`config.mk`:
```
export PLATFORM = sky130hd
export DESIGN_NAME = sha_host_bridge
export DESIGN_NICKNAME = d
export VERILOG_FILES = /design/src/rtl/sha_bridge_pkg.sv /design/src/rtl/sha_beat_packer.sv /design/src/rtl/sha_host_bridge.sv
export SDC_FILE = /design/constraint.sdc
export NUM_CORES = 1
export LEC_CHECK = 0
export ABC_CLOCK_PERIOD_IN_PS = 3000
export CORE_MARGIN = 5
export CORE_UTILIZATION = 45
export CTS_BUF_LIST = sky130_fd_sc_hd__clkbuf_4
export CTS_CLUSTER_DIAMETER = 30
export DETAILED_ROUTE_END_ITERATION = 16
export PLACE_DENSITY = 0.81
export SYNTH_ARGS = -nofsm -noshare
export SYNTH_HDL_FRONTEND = slang
export SYNTH_HIERARCHICAL = 1
export SYNTH_SLANG_ARGS = --single-unit
```
`constraint.sdc`:
```
create_clock -name clk -period 3 [get_ports clk]
set_input_delay 0.6 -clock clk [delete_from_list [all_inputs] [get_ports clk]]
set_output_delay 0.6 -clock clk [all_outputs]
set_load 0.01 [all_outputs]
```
`src/rtl/sha_bridge_pkg.sv`:
```
// Shared definitions for the SHA host bridge: state encoding, readback order
// constants and a constant-function clog2 for sizing counters.
package sha_bridge_pkg;

   typedef enum logic [1:0] {
      S_IDLE = 2'd0,
      S_FEED = 2'd1,
      S_READ = 2'd2
   } bridge_state_e;

   localparam logic ORDER_MSB = 1'b0;
   localparam logic ORDER_LSB = 1'b1;

   // Ceiling log2, never below 1 so counters always have at least one bit.
   function automatic int clog2(input int value);
      int r;
      r = 32'sd0;
      while ((32'sd1 <<< r) < value) begin
         r = r + 32'sd1;
      end
      if (r < 32'sd1) begin
         r = 32'sd1;
      end
      return r;
   endfunction

endpackage

```
`src/rtl/sha_beat_packer.sv`:
```
// Shifts host beats into a core word, MS beat first, and flags the final beat
// of each word. word is the value the register would hold after this shift.
module sha_beat_packer
   import sha_bridge_pkg::*;
#(
   parameter int IO_W   = 8,
   parameter int WORD_W = 32
) (
   input  logic              clk,
   input  logic              rst_n,
   input  logic              shift_en,
   input  logic              clear,
   input  logic [IO_W-1:0]   din,
   output logic [WORD_W-1:0] word,
   output logic              last
);

   localparam int WBEATS = WORD_W / IO_W;
   localparam int PK_W   = clog2(WBEATS);

   logic [PK_W-1:0] cnt_r;

   assign last = (cnt_r == PK_W'(WBEATS - 1));

   if (WBEATS > 1) begin : g_multi
      localparam int SH_W = WORD_W - IO_W;
      logic [SH_W-1:0] sh_r;

      assign word = {sh_r, din};

      // Holds the beats already received for the word in progress.
      always_ff @(posedge clk or negedge rst_n) begin
         if (!rst_n) begin
            sh_r <= '0;
         end else if (clear) begin
            sh_r <= '0;
         end else if (shift_en && last) begin
            sh_r <= '0;
         end else if (shift_en) begin
            sh_r <= word[SH_W-1:0];
         end else begin
            sh_r <= sh_r;
         end
      end
   end else begin : g_single
      assign word = din;
   end

   // Beat position within the current word; wraps only at the last beat.
   always_ff @(posedge clk or negedge rst_n) begin
      if (!rst_n) begin
         cnt_r <= '0;
      end else if (clear) begin
         cnt_r <= '0;
      end else if (shift_en && last) begin
         cnt_r <= '0;
      end else if (shift_en) begin
         cnt_r <= cnt_r + PK_W'(1);
      end else begin
         cnt_r <= cnt_r;
      end
   end

endmodule

```
`src/rtl/sha_host_bridge.sv`:
```
// Bridges a beat-wide req/ready host port to a hash core's word-request port,
// snapshots the core digest and streams it back in a runtime-selected order.
module sha_host_bridge
   import sha_bridge_pkg::*;
#(
   parameter int IO_W     = 8,
   parameter int WORD_W   = 32,
   parameter int DIGEST_W = 256
) (
   input  logic                clk,
   input  logic                rst_n,
   input  logic                h_start,
   input  logic                h_lsb_first,
   input  logic                h_abort,
   input  logic                h_rdy,
   input  logic [IO_W-1:0]     h_data,
   output logic                h_rq,
   output logic [IO_W-1:0]     h_dout,
   output logic                h_done,
   output logic                h_busy,
   output logic                h_err,
   output logic                c_start,
   input  logic                c_rq,
   output logic                c_rdy,
   output logic [WORD_W-1:0]   c_data,
   input  logic                c_done,
   input  logic [DIGEST_W-1:0] c_digest,
   output logic                c_abort
);

   localparam int WBEATS = WORD_W / IO_W;
   localparam int DBEATS = DIGEST_W / IO_W;
   localparam int CNT_W  = clog2((WBEATS > DBEATS) ? WBEATS : DBEATS);

   localparam logic [1:0] ST_IDLE = S_IDLE;
   localparam logic [1:0] ST_FEED = S_FEED;
   localparam logic [1:0] ST_READ = S_READ;

   if (((WORD_W % IO_W) != 0) || ((DIGEST_W % IO_W) != 0)) begin : g_bad_cfg
      $error("sha_host_bridge: WORD_W and DIGEST_W must be multiples of IO_W");
   end

   logic [1:0]          state_r;
   logic                order_r;
   logic [CNT_W-1:0]    cnt_r;
   logic                h_rq_r;
   logic                h_done_r;
   logic                h_busy_r;
   logic                h_err_r;
   logic                c_start_r;
   logic                c_rdy_r;
   logic                c_rdy_d_r;
   logic                c_abort_r;
   logic [WORD_W-1:0]   c_data_r;
   logic [DIGEST_W-1:0] digest_r;

   logic                xfer_s;
   logic                need_s;
   logic                abort_s;
   logic                last_rd_s;
   logic                pk_shift_s;
   logic                pk_clear_s;
   logic                pk_last_s;
   logic [WORD_W-1:0]   pk_word_s;
   logic [CNT_W-1:0]    sel_s;
   logic [IO_W-1:0]     dout_s;

   assign xfer_s    = h_rq_r & h_rdy;
   // The c_rdy_d_r term gives the core one cycle to drop c_rq after a word.
   assign need_s    = c_rq & ~c_rdy_r & ~c_rdy_d_r;
   assign abort_s   = h_abort & ((state_r == ST_FEED) | (state_r == ST_READ));
   assign last_rd_s = (cnt_r == CNT_W'(DBEATS - 1));

   assign pk_shift_s = (state_r == ST_FEED) & xfer_s & ~abort_s & ~c_done;
   assign pk_clear_s = abort_s
                     | ((state_r == ST_FEED) & c_done)
                     | ((state_r == ST_IDLE) & h_start);

   sha_beat_packer #(
      .IO_W   (IO_W),
      .WORD_W (WORD_W)
   ) u_packer (
      .clk      (clk),
      .rst_n    (rst_n),
      .shift_en (pk_shift_s),
      .clear    (pk_clear_s),
      .din      (h_data),
      .word     (pk_word_s),
      .last     (pk_last_s)
   );

   // Selects the digest beat for the current read index in the latched order.
   always_comb begin
      sel_s  = '0;
      dout_s = '0;
      case (order_r)
         ORDER_MSB: sel_s = CNT_W'(DBEATS - 1) - cnt_r;
         ORDER_LSB: sel_s = cnt_r;
         default:   sel_s = '0;
      endcase
      if (state_r == ST_READ) begin
         dout_s = digest_r[sel_s * IO_W +: IO_W];
      end else begin
         dout_s = '0;
      end
   end

   // Job FSM with host/core handshakes; abort overrides every other action.
   always_ff @(posedge clk or negedge rst_n) begin
      if (!rst_n) begin
         state_r   <= ST_IDLE;
         order_r   <= 1'b0;
         cnt_r     <= '0;
         h_rq_r    <= 1'b0;
         h_done_r  <= 1'b0;
         h_busy_r  <= 1'b0;
         h_err_r   <= 1'b0;
         c_start_r <= 1'b0;
         c_rdy_r   <= 1'b0;
         c_rdy_d_r <= 1'b0;
         c_abort_r <= 1'b0;
         c_data_r  <= '0;
         digest_r  <= '0;
      end else begin
         c_start_r <= 1'b0;
         c_abort_r <= 1'b0;
         c_rdy_r   <= 1'b0;
         c_rdy_d_r <= c_rdy_r;
         if (abort_s) begin
            state_r   <= ST_IDLE;
            h_rq_r    <= 1'b0;
            h_done_r  <= 1'b0;
            h_busy_r  <= 1'b0;
            h_err_r   <= 1'b1;
            c_abort_r <= 1'b1;
            cnt_r     <= '0;
         end else begin
            case (state_r)
               ST_IDLE: begin
                  if (h_start) begin
                     state_r   <= ST_FEED;
                     c_start_r <= 1'b1;
                     order_r   <= h_lsb_first;
                     cnt_r     <= '0;
                     h_err_r   <= 1'b0;
                     h_busy_r  <= 1'b1;
                     h_rq_r    <= 1'b0;
                     h_done_r  <= 1'b0;
                  end else begin
                     h_rq_r    <= 1'b0;
                  end
               end
               ST_FEED: begin
                  if (c_done) begin
                     digest_r <= c_digest;
                     h_done_r <= 1'b1;
                     h_rq_r   <= 1'b0;
                     cnt_r    <= '0;
                     state_r  <= ST_READ;
                  end else begin
                     h_rq_r <= need_s & ~xfer_s;
                     if (pk_shift_s && pk_last_s) begin
                        c_data_r <= pk_word_s;
                        c_rdy_r  <= 1'b1;
                     end else begin
                        c_data_r <= c_data_r;
                     end
                  end
               end
               ST_READ: begin
                  if (xfer_s) begin
                     h_rq_r <= 1'b0;
                     if (last_rd_s) begin
                        state_r  <= ST_IDLE;
                        h_done_r <= 1'b0;
                        h_busy_r <= 1'b0;
                        cnt_r    <= '0;
                     end else begin
                        cnt_r    <= cnt_r + CNT_W'(1);
                     end
                  end else begin
                     h_rq_r <= 1'b1;
                  end
               end
               default: begin
                  state_r  <= ST_IDLE;
                  h_rq_r   <= 1'b0;
                  h_done_r <= 1'b0;
                  h_busy_r <= 1'b0;
                  cnt_r    <= '0;
               end
            endcase
         end
      end
   end

   assign h_rq    = h_rq_r;
   assign h_dout  = dout_s;
   assign h_done  = h_done_r;
   assign h_busy  = h_busy_r;
   assign h_err   = h_err_r;
   assign c_start = c_start_r;
   assign c_rdy   = c_rdy_r;
   assign c_data  = c_data_r;
   assign c_abort = c_abort_r;

endmodule

```
==> metrics.txt <==
result of the run finished, violations left; failing checks setup timing; vias 13200; clock-pin slew on the worst setup and hold paths 0.06 ns; post-synth top area share 51.8%; leading post-synthesis cells by cell area dfrtp_1, mux2_2, mux4_2, nand2_1, o21ai_0; largest stage delay on the critical path 0.49 ns; H-tree lvl count 3; power per cell area 952 nW/um2; clock tree from TritonCTS built; wire length of the first global-routing pass 81100 um; leakage power total 9.15 nW; RSZ-0062 raised after global routing true; cell at the root of the clock tree clkbuf_4; core box area 34700 um2; cell area after layout 22000 um2; area used by multi-input combinational logic 7430 um2; ports placed on the boundary 319; largest delay contributor family on the critical path compound AO/OA/AOI/OAI gates; Worst R2R Path Depth 12; worst clock skew on the final layout 0.0635 ns; met1 Use GR 34.5%; Setup Total Neg Slack -5.46 ns; net count reported at finish 2008; average routed wire per standard cell 23.8 um; highest-delay cell along the critical path mux4_2; total clock buffers created by CTS 94; DPL Wire Length 38500 um; dominant cell by count in the synthesized netlist dfrtp_1; Total Routed Length 53600 um; part of the cycle the worst path needs 125%; worst hold margin 0.377 ns; path length in cells of the critical path 8; Max-Cap Viols 0; Mean Syn Cell Area 12.3 um2; total standard cell area after synthesis 15900 um2; antenna violations before repair 7; global routing usage summed across all routing layers 26.9%; vias in the first global route 13900; critical path required time 2.40 ns; met3 Usage GRT 8.34%; largest net degree at the start of global routing 77; number of warnings reported in the yosys synthesis log 6; detailed router's first-iteration violation count 1027; total of fill cells in the finished design 2641; initial core utilization 45.8%; final setup violation count 8; iteration count of the initial detailed-routing pass 5; number of different library cells in the post-synthesis netlist 54; Chip Height 198 um; sort of element at the end of the critical path output pin; CP Data Arrival Time 3.16 ns; post-synthesis async set-or-reset flop share 100%; Num Clock Sinks 329; measured slew at the worst slew-check pin 1.01 ns; fmax 266 MHz; clock buffer depth 3; register bit count reported by yosys 329; flip-flop and latch area 8240 um2; post-place instance area 20200 um2; I/O Buffers 318; leading cell types by count after synthesis dfrtp_1, mux2_2, nand2_1, o21ai_0, buf_2; number of nets in the synthesized netlist 1572; met2 Resource Use GR 42.9%; number of enable flip-flop cells after synthesis 0; sequential area share after synthesis 51.8%; Setup CP Type reg2out; share of cells above drive strength 1 35.6%; critical path peak fanout 6; number of slew-limit violations in the final report 0; Final Hold Violating Endpoints 0; die boundary width 198 um; global route overflow 0; count of buffer and inverter cells on the critical path 3; die outline area 39200 um2; count of antenna-violating nets left after detailed routing 0; clock insertion delay at the later pin of the skew report 0.79 ns; Slew Limit Headroom 32.7%; GPL Wtd Cong 0.918; Layout area overhead 38.6%; cell type with the highest aggregate area in the netlist dfrtp_1; largest voltage drop on the vdd net 0.484 mV; Top Usage Layer GRT met2; Cell Count Post-Placement 2070; number of instances in the synthesized netlist 1294; Hold WC Path Type in2async; top_reg_cell synth dfrtp_1; sequence of cells on the critical path buf_6 > buf_8 > mux4_2 > a32oi_1 > o31ai_1 > a2111oi_1 > o221ai_2 > buf_2; DRC errors left 0; fin cells 2254; Std-Cell Rows 68; Critical Path Source Type register; Via density 5.86; crit path time final 3.76 ns; final setup margin -0.762 ns
layout make-up:
type / count / area share [%]
Sequential cell: 329 / 37.4
Inverter: 6 / 0.102
Timing Repair Buffer: 449 / 20.8
Tap cell: 455 / 2.58
Antenna cell: 7 / 0.0795
Clock inverter: 34 / 1.12
Multi-Input combinational cell: 850 / 33.7
Clock buffer: 124 / 4.22
flip-flops by register name (all words and copies together) (netlist names):
register	count
digest_r	256
c_data	32
u_packer/g_multi.sh_r	24
cnt_r	5
state_r	2
u_packer/cnt_r	2
c_abort	1
c_rdy	1
c_rdy_d_r	1
c_start	1
h_busy	1
h_err	1
h_rq	1
order_r	1
timing repair:
| item | in CTS | in global routing |
|---|---|---|
| hold buffers | 1 | 0 |
| resized for setup | 93 | 40 |
| pin swaps | 27 | 24 |
| gates cloned | 3 | 1 |
| endpoints found under the hold margin | 53 | 0 |
| setup endpoints to repair | 8 | 8 |
| buffers inserted | 14 | 2 |
stage by stage:
step	util [%]	power (mW)	setup slack, ns
2_1_floorplan	-	12.6	0.229
3_3_place_gp	58.2	15.6	-0.373
3_5_place_dp	58.2	15.9	-0.442
4_1_cts	62.9	20.7	-0.854
5_1_grt	63.5	22.1	-0.933
6_report	63.5	21.0	-0.762
cell families after synthesis:
family	Yosys count	synth area share [%]
mux	310	24.1
fa+ha+maj	6	0.472
simple gates	226	6.29
xor+xnor	3	0.165
compound gates	305	13.5
buf+inv	115	3.67
flops	329	51.8
power breakdown:
part | switching, mW | total [mW] | internal [mW] | leakage [nW]
clock | 1.92 | 4.19 | 2.27 | 0.702
combinational | 3.92 | 8.82 | 4.90 | 4.41
sequential | 1.66 | 7.96 | 6.30 | 4.04
total | 7.50 | 21.0 | 13.5 | 9.15
layout by cell type (no fill, tap or decap), types with 8 or more instances in the layout:
cell type,instances
a211oi_1,31
a211oi_2,9
a311o_1,12
a31oi_1,8
a32o_1,25
buf_12,21
buf_4,94
buf_6,16
clkbuf_4,124
clkdlybuf4s50_1,309
clkinv_1,17
clkinv_2,9
dfrtp_1,325
mux2_2,258
mux2i_1,16
mux4_2,31
nand2_1,139
nand3_1,9
nor2_1,17
nor2b_1,11
o21ai_0,92
o21ai_1,8
o221ai_1,16
o22a_1,12
o22ai_1,22
final timing paths:
| kind | from | slack [ns] | endpoint |
|---|---|---|---|
| setup / recovery | cnt_r[0] | -0.76 | h_dout[6] |
| hold / removal | rst_n | 0.38 | digest_r[119] |
| setup reg to reg | cnt_r[0] | 0.53 | cnt_r[3] |
| hold reg to reg | c_rdy | 0.43 | c_rdy_d_r |
| max in group asynchronous | rst_n | 1.81 | digest_r[226] |
| min in group clk | h_data[3] | 0.42 | c_data[3] |
metal layers:
metal | vias up | share of wire [%]
met3 | 103 | 10
li1 | 5787 | -
met1 | 6637 | 39
met2 | 668 | 48
met4 | 8 | 3.4
met5 | - | 0.12
No activity file was read; power rests on OpenSTA's default activity.
